===== src/rtl/ps2_scancode_decoder_if.sv =====
// Bundles the scan-code input strobe, the key-event output stream and
// the live status signals of the PS/2 scan-code decoder.
//
// Handshake: scan_ready is a one-cycle strobe. Each high cycle delivers one
// byte on scan_code, and there is no back-pressure on that side. On the event
// side, key_valid=1 presents the head event. The event transfers on any
// rising clk edge where key_valid && key_ready. While key_valid=1 and
// key_ready=0, every head field holds steady. key_ready while key_valid=0
// has no effect.
interface ps2_scancode_decoder_if #(
    parameter int DEPTH = 4,
    parameter int CW    = $clog2(DEPTH) + 1
);
    logic [7:0]    scan_code;
    logic          scan_ready;
    logic          key_ready;
    logic          clr_overflow;
    logic          key_valid;
    logic [7:0]    key_code;
    logic          key_ext;
    logic          key_release;
    logic [7:0]    key_ascii;
    logic          key_ascii_valid;
    logic          shift_held;
    logic          overflow;
    logic [CW-1:0] fifo_count;
    logic [1:0]    fsm_state;   // prefix FSM state, exposed for observation

    modport master (
        output scan_code, scan_ready, key_ready, clr_overflow,
        input  key_valid, key_code, key_ext, key_release, key_ascii,
               key_ascii_valid, shift_held, overflow, fifo_count, fsm_state
    );

    modport slave (
        input  scan_code, scan_ready, key_ready, clr_overflow,
        output key_valid, key_code, key_ext, key_release, key_ascii,
               key_ascii_valid, shift_held, overflow, fifo_count, fsm_state
    );
endinterface


===== src/rtl/ps2_scancode_decoder.sv =====
// PS/2 Set-2 scan-code decoder: strips E0/F0 prefixes, tracks shift state,
// maps a subset of keys to ASCII and queues key events in a show-ahead FIFO.
module ps2_scancode_decoder #(
    parameter  int DEPTH = 4,
    localparam int CW    = $clog2(DEPTH) + 1
) (
    input logic                   clk,
    input logic                   reset,
    ps2_scancode_decoder_if.slave bus
);
    localparam int AW = $clog2(DEPTH);

    localparam logic [1:0] IDLE     = 2'd0;
    localparam logic [1:0] GOT_E0   = 2'd1;
    localparam logic [1:0] GOT_F0   = 2'd2;
    localparam logic [1:0] GOT_E0F0 = 2'd3;

    // FIFO entry layout: {code[7:0], ext, release, ascii[7:0], ascii_valid}
    localparam int EW = 19;

    logic [1:0]    state, state_next;
    logic          is_ctrl;
    logic          ev_fire, ev_ext, ev_rel;
    logic [7:0]    asc;
    logic          asc_v;
    logic          lshift, rshift;
    logic [EW-1:0] mem [DEPTH];
    logic [AW-1:0] wr_ptr, rd_ptr;
    logic [CW-1:0] count;
    logic          full, empty, push, pop, drop;

    // Bytes that abort any prefix sequence and are never reported as keys.
    always_comb begin
        is_ctrl = 1'b0;
        case (bus.scan_code)
            8'h00, 8'hAA, 8'hE1, 8'hEE, 8'hFA,
            8'hFC, 8'hFD, 8'hFE, 8'hFF: is_ctrl = 1'b1;
            default:                    is_ctrl = 1'b0;
        endcase
    end

    // Prefix FSM: decides whether this byte advances a prefix or completes an event.
    always_comb begin
        state_next = state;
        ev_fire    = 1'b0;
        ev_ext     = (state == GOT_E0) || (state == GOT_E0F0);
        ev_rel     = (state == GOT_F0) || (state == GOT_E0F0);
        if (bus.scan_ready) begin
            if (is_ctrl) begin
                state_next = IDLE;
            end else if (bus.scan_code == 8'hE0 && (state == IDLE || state == GOT_E0)) begin
                state_next = GOT_E0;
            end else if (bus.scan_code == 8'hF0 && state == IDLE) begin
                state_next = GOT_F0;
            end else if (bus.scan_code == 8'hF0 && state == GOT_E0) begin
                state_next = GOT_E0F0;
            end else begin
                state_next = IDLE;
                ev_fire    = 1'b1;
            end
        end
    end

    // ASCII translation for make events, using shift state before this event.
    always_comb begin
        asc   = 8'h00;
        asc_v = 1'b0;
        if (!ev_rel && !ev_ext) begin
            asc_v = 1'b1;
            case (bus.scan_code)
                8'h1C: asc = 8'h61;  8'h32: asc = 8'h62;  8'h21: asc = 8'h63;
                8'h23: asc = 8'h64;  8'h24: asc = 8'h65;  8'h2B: asc = 8'h66;
                8'h34: asc = 8'h67;  8'h33: asc = 8'h68;  8'h43: asc = 8'h69;
                8'h3B: asc = 8'h6A;  8'h42: asc = 8'h6B;  8'h4B: asc = 8'h6C;
                8'h3A: asc = 8'h6D;  8'h31: asc = 8'h6E;  8'h44: asc = 8'h6F;
                8'h4D: asc = 8'h70;  8'h15: asc = 8'h71;  8'h2D: asc = 8'h72;
                8'h1B: asc = 8'h73;  8'h2C: asc = 8'h74;  8'h3C: asc = 8'h75;
                8'h2A: asc = 8'h76;  8'h1D: asc = 8'h77;  8'h22: asc = 8'h78;
                8'h35: asc = 8'h79;  8'h1A: asc = 8'h7A;
                8'h45: asc = 8'h30;  8'h16: asc = 8'h31;  8'h1E: asc = 8'h32;
                8'h26: asc = 8'h33;  8'h25: asc = 8'h34;  8'h2E: asc = 8'h35;
                8'h36: asc = 8'h36;  8'h3D: asc = 8'h37;  8'h3E: asc = 8'h38;
                8'h46: asc = 8'h39;
                8'h29: asc = 8'h20;  8'h5A: asc = 8'h0D;  8'h66: asc = 8'h08;
                8'h76: asc = 8'h1B;
                default: asc_v = 1'b0;
            endcase
            // Lowercase letters occupy 0x61-0x7A; shift moves them down by 0x20.
            if (asc_v && asc >= 8'h61 && (lshift || rshift))
                asc = asc - 8'h20;
        end else if (!ev_rel && ev_ext && bus.scan_code == 8'h5A) begin
            asc   = 8'h0D;
            asc_v = 1'b1;
        end
    end

    assign full  = (count == CW'(DEPTH));
    assign empty = (count == '0);
    assign pop   = !empty && bus.key_ready;
    assign push  = ev_fire && (!full || pop);
    assign drop  = ev_fire && full && !pop;

    // Prefix state register.
    always_ff @(posedge clk) begin
        if (reset) state <= IDLE;
        else       state <= state_next;
    end

    // Shift tracking from non-extended left (12) and right (59) shift events.
    always_ff @(posedge clk) begin
        if (reset) begin
            lshift <= 1'b0;
            rshift <= 1'b0;
        end else if (ev_fire && !ev_ext) begin
            if (bus.scan_code == 8'h12) lshift <= !ev_rel;
            if (bus.scan_code == 8'h59) rshift <= !ev_rel;
        end
    end

    // Event storage; entries need no reset since the head is gated by key_valid.
    always_ff @(posedge clk) begin
        if (push) mem[wr_ptr] <= {bus.scan_code, ev_ext, ev_rel, asc, asc_v};
    end

    // FIFO pointers, occupancy and sticky overflow.
    always_ff @(posedge clk) begin
        if (reset) begin
            wr_ptr       <= '0;
            rd_ptr       <= '0;
            count        <= '0;
            bus.overflow <= 1'b0;
        end else begin
            if (push) wr_ptr <= wr_ptr + AW'(1);
            if (pop)  rd_ptr <= rd_ptr + AW'(1);
            count <= count + CW'(push) - CW'(pop);
            if (drop)                  bus.overflow <= 1'b1;
            else if (bus.clr_overflow) bus.overflow <= 1'b0;
        end
    end

    // Head presentation; all head fields read zero while the FIFO is empty.
    always_comb begin
        {bus.key_code, bus.key_ext, bus.key_release, bus.key_ascii, bus.key_ascii_valid} =
            empty ? '0 : mem[rd_ptr];
    end

    assign bus.key_valid  = !empty;
    assign bus.shift_held = lshift || rshift;
    assign bus.fifo_count = count;
    assign bus.fsm_state  = state;
endmodule


===== src/flat_wrapper.sv =====
// flat-port wrapper written by rule: the top's interface ports become plain ports
module ps2_scancode_decoder_flat 
#(
    parameter  int DEPTH = 4,
    localparam int CW    = $clog2(DEPTH) + 1
)
  (clk, reset, bus_scan_code, bus_scan_ready, bus_key_ready, bus_clr_overflow, bus_key_valid, bus_key_code, bus_key_ext, bus_key_release, bus_key_ascii, bus_key_ascii_valid, bus_shift_held, bus_overflow, bus_fifo_count, bus_fsm_state);
  ps2_scancode_decoder_if #(.DEPTH(DEPTH)) bus_i ();
  input logic clk;
  input logic reset;
  input wire logic [$bits(bus_i.scan_code)-1:0] bus_scan_code;
  input wire logic [$bits(bus_i.scan_ready)-1:0] bus_scan_ready;
  input wire logic [$bits(bus_i.key_ready)-1:0] bus_key_ready;
  input wire logic [$bits(bus_i.clr_overflow)-1:0] bus_clr_overflow;
  output wire logic [$bits(bus_i.key_valid)-1:0] bus_key_valid;
  output wire logic [$bits(bus_i.key_code)-1:0] bus_key_code;
  output wire logic [$bits(bus_i.key_ext)-1:0] bus_key_ext;
  output wire logic [$bits(bus_i.key_release)-1:0] bus_key_release;
  output wire logic [$bits(bus_i.key_ascii)-1:0] bus_key_ascii;
  output wire logic [$bits(bus_i.key_ascii_valid)-1:0] bus_key_ascii_valid;
  output wire logic [$bits(bus_i.shift_held)-1:0] bus_shift_held;
  output wire logic [$bits(bus_i.overflow)-1:0] bus_overflow;
  output wire logic [$bits(bus_i.fifo_count)-1:0] bus_fifo_count;
  output wire logic [$bits(bus_i.fsm_state)-1:0] bus_fsm_state;
  assign bus_i.scan_code = bus_scan_code;
  assign bus_i.scan_ready = bus_scan_ready;
  assign bus_i.key_ready = bus_key_ready;
  assign bus_i.clr_overflow = bus_clr_overflow;
  assign bus_key_valid = bus_i.key_valid;
  assign bus_key_code = bus_i.key_code;
  assign bus_key_ext = bus_i.key_ext;
  assign bus_key_release = bus_i.key_release;
  assign bus_key_ascii = bus_i.key_ascii;
  assign bus_key_ascii_valid = bus_i.key_ascii_valid;
  assign bus_shift_held = bus_i.shift_held;
  assign bus_overflow = bus_i.overflow;
  assign bus_fifo_count = bus_i.fifo_count;
  assign bus_fsm_state = bus_i.fsm_state;
  ps2_scancode_decoder #(.DEPTH(DEPTH)) u_core (.clk(clk), .reset(reset), .bus(bus_i));
endmodule

===== config.mk =====
export PLATFORM = sky130hd
export DESIGN_NAME = ps2_scancode_decoder_flat
export DESIGN_NICKNAME = d
export VERILOG_FILES = /design/src/rtl/ps2_scancode_decoder_if.sv /design/src/rtl/ps2_scancode_decoder.sv /design/src/flat_wrapper.sv
export SDC_FILE = /design/constraint.sdc
export NUM_CORES = 1
export LEC_CHECK = 0
export CORE_MARGIN = 4
export CORE_UTILIZATION = 58
export CTS_CLUSTER_DIAMETER = 120
export CTS_CLUSTER_SIZE = 12
export DETAILED_ROUTE_END_ITERATION = 8
export GPL_TIMING_DRIVEN = 0
export PLACE_DENSITY = 0.82
export SYNTH_ARGS = -nofsm -noshare
export SYNTH_HDL_FRONTEND = slang
export SYNTH_SLANG_ARGS = --single-unit

===== constraint.sdc =====
create_clock -name clk -period 3.5 [get_ports clk]
set_clock_uncertainty 0.05 [all_clocks]
set_input_delay 1.05 -clock clk [delete_from_list [all_inputs] [get_ports clk]]
set_output_delay 1.05 -clock clk [all_outputs]
set_load 0.01 [all_outputs]

==> impl_metrics.csv, run 1 <==
group,metric,value,unit
outcome,status,"complete, no violations",
route,wirelength,10970,µm
clock_network,cts-root-buf,"clkbuf_8",
yosys,synth_flop_cell,"edfxtp_1",
yosys,ys_warn_count,0,
global_route,grtUsageTotal,23.40,%
global_route,use_met1,30.62,%
route,routedWlPerCell,20.77,µm
placed_design,dp_worst_setup_slack,-0.7711,ns
global_route,grt-busiest-layer,"met2",
placed_design,dp_hpwl,7586,µm
yosys,synth_nets,391,
sta,maxClockFrequency,288.7,MHz
sta,slew_violations,0,
min_path,hp-class,"reg2reg",
worst_setup_path,critPathCaptureType,"flip-flop",
power,leakagePower,1.864,nW
power,switchingPower,0.9558,mW
sta,slew_headroom,51.17,%
route,vias_per_cell,6.339,
floorplan,die_w,97.90,µm
cells_and_area,diodes,0,
power,p_comb_share,34.9,%
clock_network,cts_tree,"yes",
global_route,grt_use_met2,39.27,%
worst_setup_path,startpoint,"bus_scan_code[0]",
global_route,grt_max_degree,20,
sta,holdWs,0.4435,ns
yosys,synth.avg_cell_area,12.67,µm²
power,seqPwrFrac,42.1,%
yosys,ys_seq_elements,90,
power,cellPowerDensity,575.6,nW/µm²
placed_design,io_buffers,39,
worst_setup_path,path_class,"in2reg",
sta,worstMarginPinSlew,0.7309,ns
power,swShare,30.16,%
yosys,ys_seq_area_share,54.67,%
yosys,syn_area,4687,µm²
power,vdd_drop_max,265.7,µV
global_route,grt_pass1_vias,3244,
sta,fin_crit_sh,98.97,%
cells_and_area,fin_util,70.53,%
floorplan,start_util,60.03,%
global_route,grt_pass1_wl,17450,µm
flow_run,maxCapViolations,0,
clock_network,clock_sinks,90,
min_path,min_path_cells,2,
yosys,synthArstFlopShare,0,%
global_route,grt_util_met3,4.143,%
cells_and_area,area_delta_synth_final,17.49,%
yosys,synth_edf_count,76,
route,drt_iter0_markers,199,
clock_network,numCtsBuffers,9,
cells_and_area,nets,442,
worst_setup_path,cp-start-kind,"primary input",
worst_setup_path,reg2reg_slack,1.03,ns
worst_setup_path,required,3.63,ns
clock_network,clk_pin_slew_worst_paths,0.09,ns
clock_network,holdBufCountCts,0,
sta,fin_ws,0.03609,ns
clock_network,clock_latency,0.35,ns
route,dr.pass1.iters,5,
global_route,grt-ovfl-total,0,
route,ant_nets,0,
yosys,ys_top_cells_by_area,"edfxtp_1 49%, mux4_2 9.1%, dfxtp_1 6.0%, and2_1 3.3%, ha_1 1.9%",
min_path,worstHoldStart,"u_core.bus.overflow",
floorplan,die_area,9583,µm²
clock_network,ctsLongestPathBuffers,2,
sta,setup_violations,0,
min_path,hold_path_end,"u_core.bus.overflow",
placed_design,place_congestion,1.032,
floorplan,coreArea,7807,µm²
yosys,synth_cell_types,69,
worst_setup_path,reg2reg_to,"u_core.bus.fifo_count[2]",
floorplan,rows,32,
floorplan,ios,40,
worst_setup_path,crit_fanout,10,
sta,period_needed,3.464,ns
route,drc_errors,0,
global_route,antenna_found_initial,0,
placed_design,place_inst,511,
yosys,yosysTopAreaCell,"edfxtp_1",
clock_network,h-tree-depth,3,
power,report.power.total,3.170,mW
power,pwr-share-clk,23.0,%
worst_setup_path,crit_arrival,3.60,ns
worst_setup_path,rr_worst_depth,10,
cells_and_area,drive_above_1_share,19.72,%
power,p_int,2.214,mW
sta,finalHoldViolCount,0,
yosys,yosysTopAreaCellShare,48.69,%
cells_and_area,fin_cells,528,
sta,rsz0062_at_grt,"no",
floorplan,die_h,97.90,µm
worst_setup_path,worstReg2RegStart,"u_core.bus.fifo_count[1]",
yosys,syn_inst,370,
route,num_vias,3347,
[worst max-delay path, stage by stage]
cell             delay, ns
clkdlybuf4s50_1       0.50
buf_6                 0.19
buf_4                 0.18
a211o_1               0.28
a41oi_2               0.20
nand4_2               0.18
or3_4                 0.45
inv_2                 0.10
ha_1                  0.26
a31oi_4               0.19
[how the worst max path moves through the flow]
stage                                     to  slack, ns  depth (start not counted)
floorplan           u_core.bus.fifo_count[2]       0.34                         13
global placement           u_core.mem[0][14]      -0.73                          9
detailed placement         u_core.mem[2][11]      -0.77                          9
CTS                 u_core.bus.fifo_count[2]     -0.002                         13
global route                u_core.mem[2][7]      0.004                         10
finish                      u_core.mem[3][7]       0.04                         10
[power groups by stage]
stage	sequential, mW	combinational, mW	clock [mW]
6_report	1.33	1.11	0.728
5_1_grt	1.34	1.19	0.795
4_1_cts	1.34	1.11	0.736
3_5_place_dp	1.35	1.10	0
3_3_place_gp	1.34	1.07	0
2_1_floorplan	1.34	0.635	0
[cell type report]
type,instances,area [µm²]
tap,102,127.6
clock inverter,7,88.84
sequential,90,2564
buffer,29,190.2
multi-input combinational,241,1974
clock buffer,9,123.9
timing repair buffer,41,404.1
fill,535,2301
inverter,9,33.78
[cell usage after synthesis (4+ instances only)]
cell type / number
a21oi_1: 11
and2_1: 25
buf_2: 14
clkbuf_1: 11
dfxtp_1: 14
edfxtp_1: 76
ha_1: 7
inv_1: 8
mux4_2: 19
nand2_1: 18
nand2b_1: 10
nand3_1: 10
nand3b_1: 4
nand4_1: 6
nor2_1: 20
nor2b_1: 13
nor3_1: 6
nor4_1: 6
o21ai_0: 8
xor2_1: 6
[metal layers]
metal / wire length (µm) / vias to the layer above
met4: 273 / 0
met5: 0 / -
li1: - / 1515
met2: 5591 / 154
met3: 708 / 20
met1: 4391 / 1658
[per-stage QoR]
stage | setup TNS, ns | area (µm²)
2_1_floorplan | 0 | 4687
3_3_place_gp | -64.62 | 5205
3_5_place_dp | -68.92 | 5205
4_1_cts | -0.002328 | 5448
5_1_grt | 0 | 5507
6_report | 0 | 5507
[cells by family after synthesis]
group	count (synthesis)	share of synthesized area, %
AO/OA/AOI/OAI	60	9.664
adder cells (fa/ha/maj)	8	2.296
XOR/XNOR	9	1.682
multiplexers	24	10.25
flip-flops	90	54.67
AND/OR/NAND/NOR	140	17.54
buffers and inverters	39	3.897
[cell usage in the layout, fill, tap and decap left out, drive strengths merged, types with 4 or more instances in the layout]
master	netlist	final
ha	7	7
o21ai	8	8
nand2	18	18
buf	19	20
xor2	6	6
mux4	19	19
clkdlybuf4s50	0	32
nor3	7	7
edfxtp	76	76
nand4	7	7
nor4	6	6
and2	25	25
or3	4	4
nor2	21	21
dfxtp	14	14
nand3b	4	4
nor2b	13	13
a21oi	12	12
inv	9	11
nand2b	10	10
nand3	10	10
clkbuf	11	21
[what timing repair did]
item,in CTS,in global routing
gates cloned,0,0
gates resized for setup,22,17
setup endpoints to repair,96,21
pin swaps,1,2
setup buffers,0,2
[flip-flops by register name (all words and copies together) (netlist names), named ones only]
signal	flops
u_core.bus.overflow	1
u_core.rd_ptr	2
u_core.bus.fifo_count	3
u_core.lshift	1
u_core.wr_ptr	2
u_core.rshift	1
u_core.bus.fsm_state	2
u_core.mem	76
Power figures use the tool's default switching activity.
==> inputs of run 2 (changes only) <==
Settings changed: CORE_UTILIZATION 58 to 55, PLACE_DENSITY 0.82 to 0.78.
==> impl_metrics.csv, run 2 (synthesized netlist as in run 1, its figures left out) <==
group,metric,value,unit
sta,slew_headroom,56.33,%
clock_network,ctsLongestPathBuffers,2,
worst_setup_path,reg2reg_slack,1.01,ns
clock_network,numCtsBuffers,9,
cells_and_area,layout_common_cells,"76 x edfxtp_1, 31 x clkdlybuf4s50_1, 21 x and2_1, 19 x mux4_2",
worst_setup_path,rr_worst_depth,10,
clock_network,cts-root-buf,"clkbuf_8",
power,cellPowerDensity,554.1,nW/µm²
clock_network,cts_tree,"yes",
cells_and_area,drive_above_1_share,20.19,%
power,vdd_drop_max,217.6,µV
clock_network,clock_latency,0.35,ns
global_route,grtUsageTotal,21.84,%
floorplan,die_area,10060,µm²
sta,fin_crit_sh,95.80,%
sta,setup_violations,0,
route,vias_per_cell,6.262,
worst_setup_path,path_class,"reg2out",
sta,worstMarginPinSlew,0.6536,ns
min_path,min_path_cells,2,
clock_network,h-tree-depth,3,
cells_and_area,final_common_cell,"edfxtp_1",
clock_network,clock_sinks,90,
placed_design,place_congestion,0.9475,
power,leakagePower,1.863,nW
cells_and_area,top_register,"u_core.mem",
floorplan,die_w,100.3,µm
sta,rsz0062_at_grt,"no",
worst_setup_path,crit_arrival,2.25,ns
floorplan,die_h,100.3,µm
worst_setup_path,reg2reg_to,"u_core.bus.fifo_count[2]",
power,report.power.total,3.037,mW
route,dr.pass1.iters,5,
worst_setup_path,worstReg2RegStart,"u_core.bus.fifo_count[1]",
clock_network,holdBufCountCts,0,
cells_and_area,design_area,5482,µm²
placed_design,dp_worst_setup_slack,-0.7268,ns
floorplan,rows,33,
outcome,status,"complete, no violations",
clock_network,clk_pin_slew_worst_paths,0.09,ns
min_path,worstHoldStart,"u_core.bus.overflow",
route,wirelength,10530,µm
route,drt_iter0_markers,229,
placed_design,dp_hpwl,7307,µm
placed_design,io_buffers,39,
global_route,grt_pass1_vias,3165,
sta,maxClockFrequency,298.3,MHz
worst_setup_path,crit_fanout,10,
worst_setup_path,cp-start-kind,"flip-flop",
global_route,grt_pass1_wl,16940,µm
worst_setup_path,critPathCaptureType,"primary output",
cells_and_area,diodes,0,
floorplan,ios,40,
sta,slew_violations,0,
route,num_vias,3325,
cells_and_area,nets,442,
global_route,antenna_found_initial,0,
cells_and_area,area_delta_synth_final,16.95,%
cells_and_area,largest_register_ff_count,76,
route,ant_nets,0,
sta,finalHoldViolCount,0,
floorplan,start_util,56.76,%
sta,tns,0,ns
sta,period_needed,3.353,ns
global_route,grt-ovfl-total,0,
global_route,grt_max_degree,20,
placed_design,postPlaceCellArea,5209,µm²
sta,fin_ws,0.1471,ns
worst_setup_path,required,2.40,ns
floorplan,coreArea,8258,µm²
route,routedWlPerCell,19.83,µm
flow_run,maxCapViolations,0,
min_path,hp-class,"reg2reg",
route,drc_errors,0,
cells_and_area,fin_util,66.38,%
min_path,hold_path_end,"u_core.bus.overflow",
run 2: changes by cell type in the layout (fill, tap and decap cells not counted), moves of 2 or more:
cell             before  now
buf_6                 6    2
dlygate4sd2_1         3    1
dlymetal6s2s_1        3    5
buf_4                 8   11
clkdlybuf4s15_1       0    2
run 2: worst max path at each step:
| stage | start | to | slack, ns | cells after the start |
|---|---|---|---|---|
| 2_1_floorplan | bus_scan_code[2] | u_core.bus.fifo_count[2] | 0.34 | 13 |
| 3_3_place_gp | bus_scan_code[1] | u_core.mem[1][14] | -0.71 | 9 |
| 3_5_place_dp | bus_scan_code[1] | u_core.mem[1][14] | -0.73 | 9 |
| 4_1_cts | bus_scan_code[2] | u_core.bus.fifo_count[2] | 0.006 | 13 |
| 5_1_grt | bus_scan_code[5] | u_core.bus.fifo_count[2] | 0.003 | 13 |
| 6_report | flip-flop | bus_key_code[1] | 0.15 | 5 |
run 2: critical path, stage by stage, from the launching register on:
cell and delay (ns):
dfxtp_1 0.32, buf_4 0.22, buf_8 0.20, mux4_2 0.51
and2_1 0.17, clkdlybuf4s50_1 0.48
run 2: cell type report:
type	count	area, µm²
fill	626	2776
sequential	90	2564
multi-input combinational	241	1977
timing repair buffer	42	424.2
buffer	28	176.4
tap	105	131.4
clock buffer	9	123.9
clock inverter	7	51.30
inverter	9	33.78
run 2: per-layer routing:
metal	track usage, %	part of all wire [%]	wire (µm)
met1	31.28	42	4419
met2	34.81	47	4996
met3	3.753	8.4	884
met4	5.803	2.2	228
met5	0	0	0
run 2: where the power goes:
| part | internal (mW) | switching (mW) |
|---|---|---|
| Combinational | 0.587 | 0.492 |
| Sequential | 1.28 | 0.0505 |
| Clock | 0.262 | 0.366 |
| Total | 2.13 | 0.908 |
run 2: stage by stage:
| step | hold WS [ns] | std cells |
|---|---|---|
| CTS | 0.4374 | 529 |
| finish | 0.4292 | 531 |
| global placement | 0.4167 | 514 |
| global route | 0.4650 | 531 |
| detailed placement | 0.4223 | 514 |
| floorplan | 0.4347 | 370 |
run 2: repair_timing:
item | in CTS | in global routing
buffers inserted | 0 | 3
gates resized for setup | 18 | 21
pin swaps | 0 | 3
endpoints found under the setup margin | 96 | 24
endpoints found under the hold margin | 0 | 0
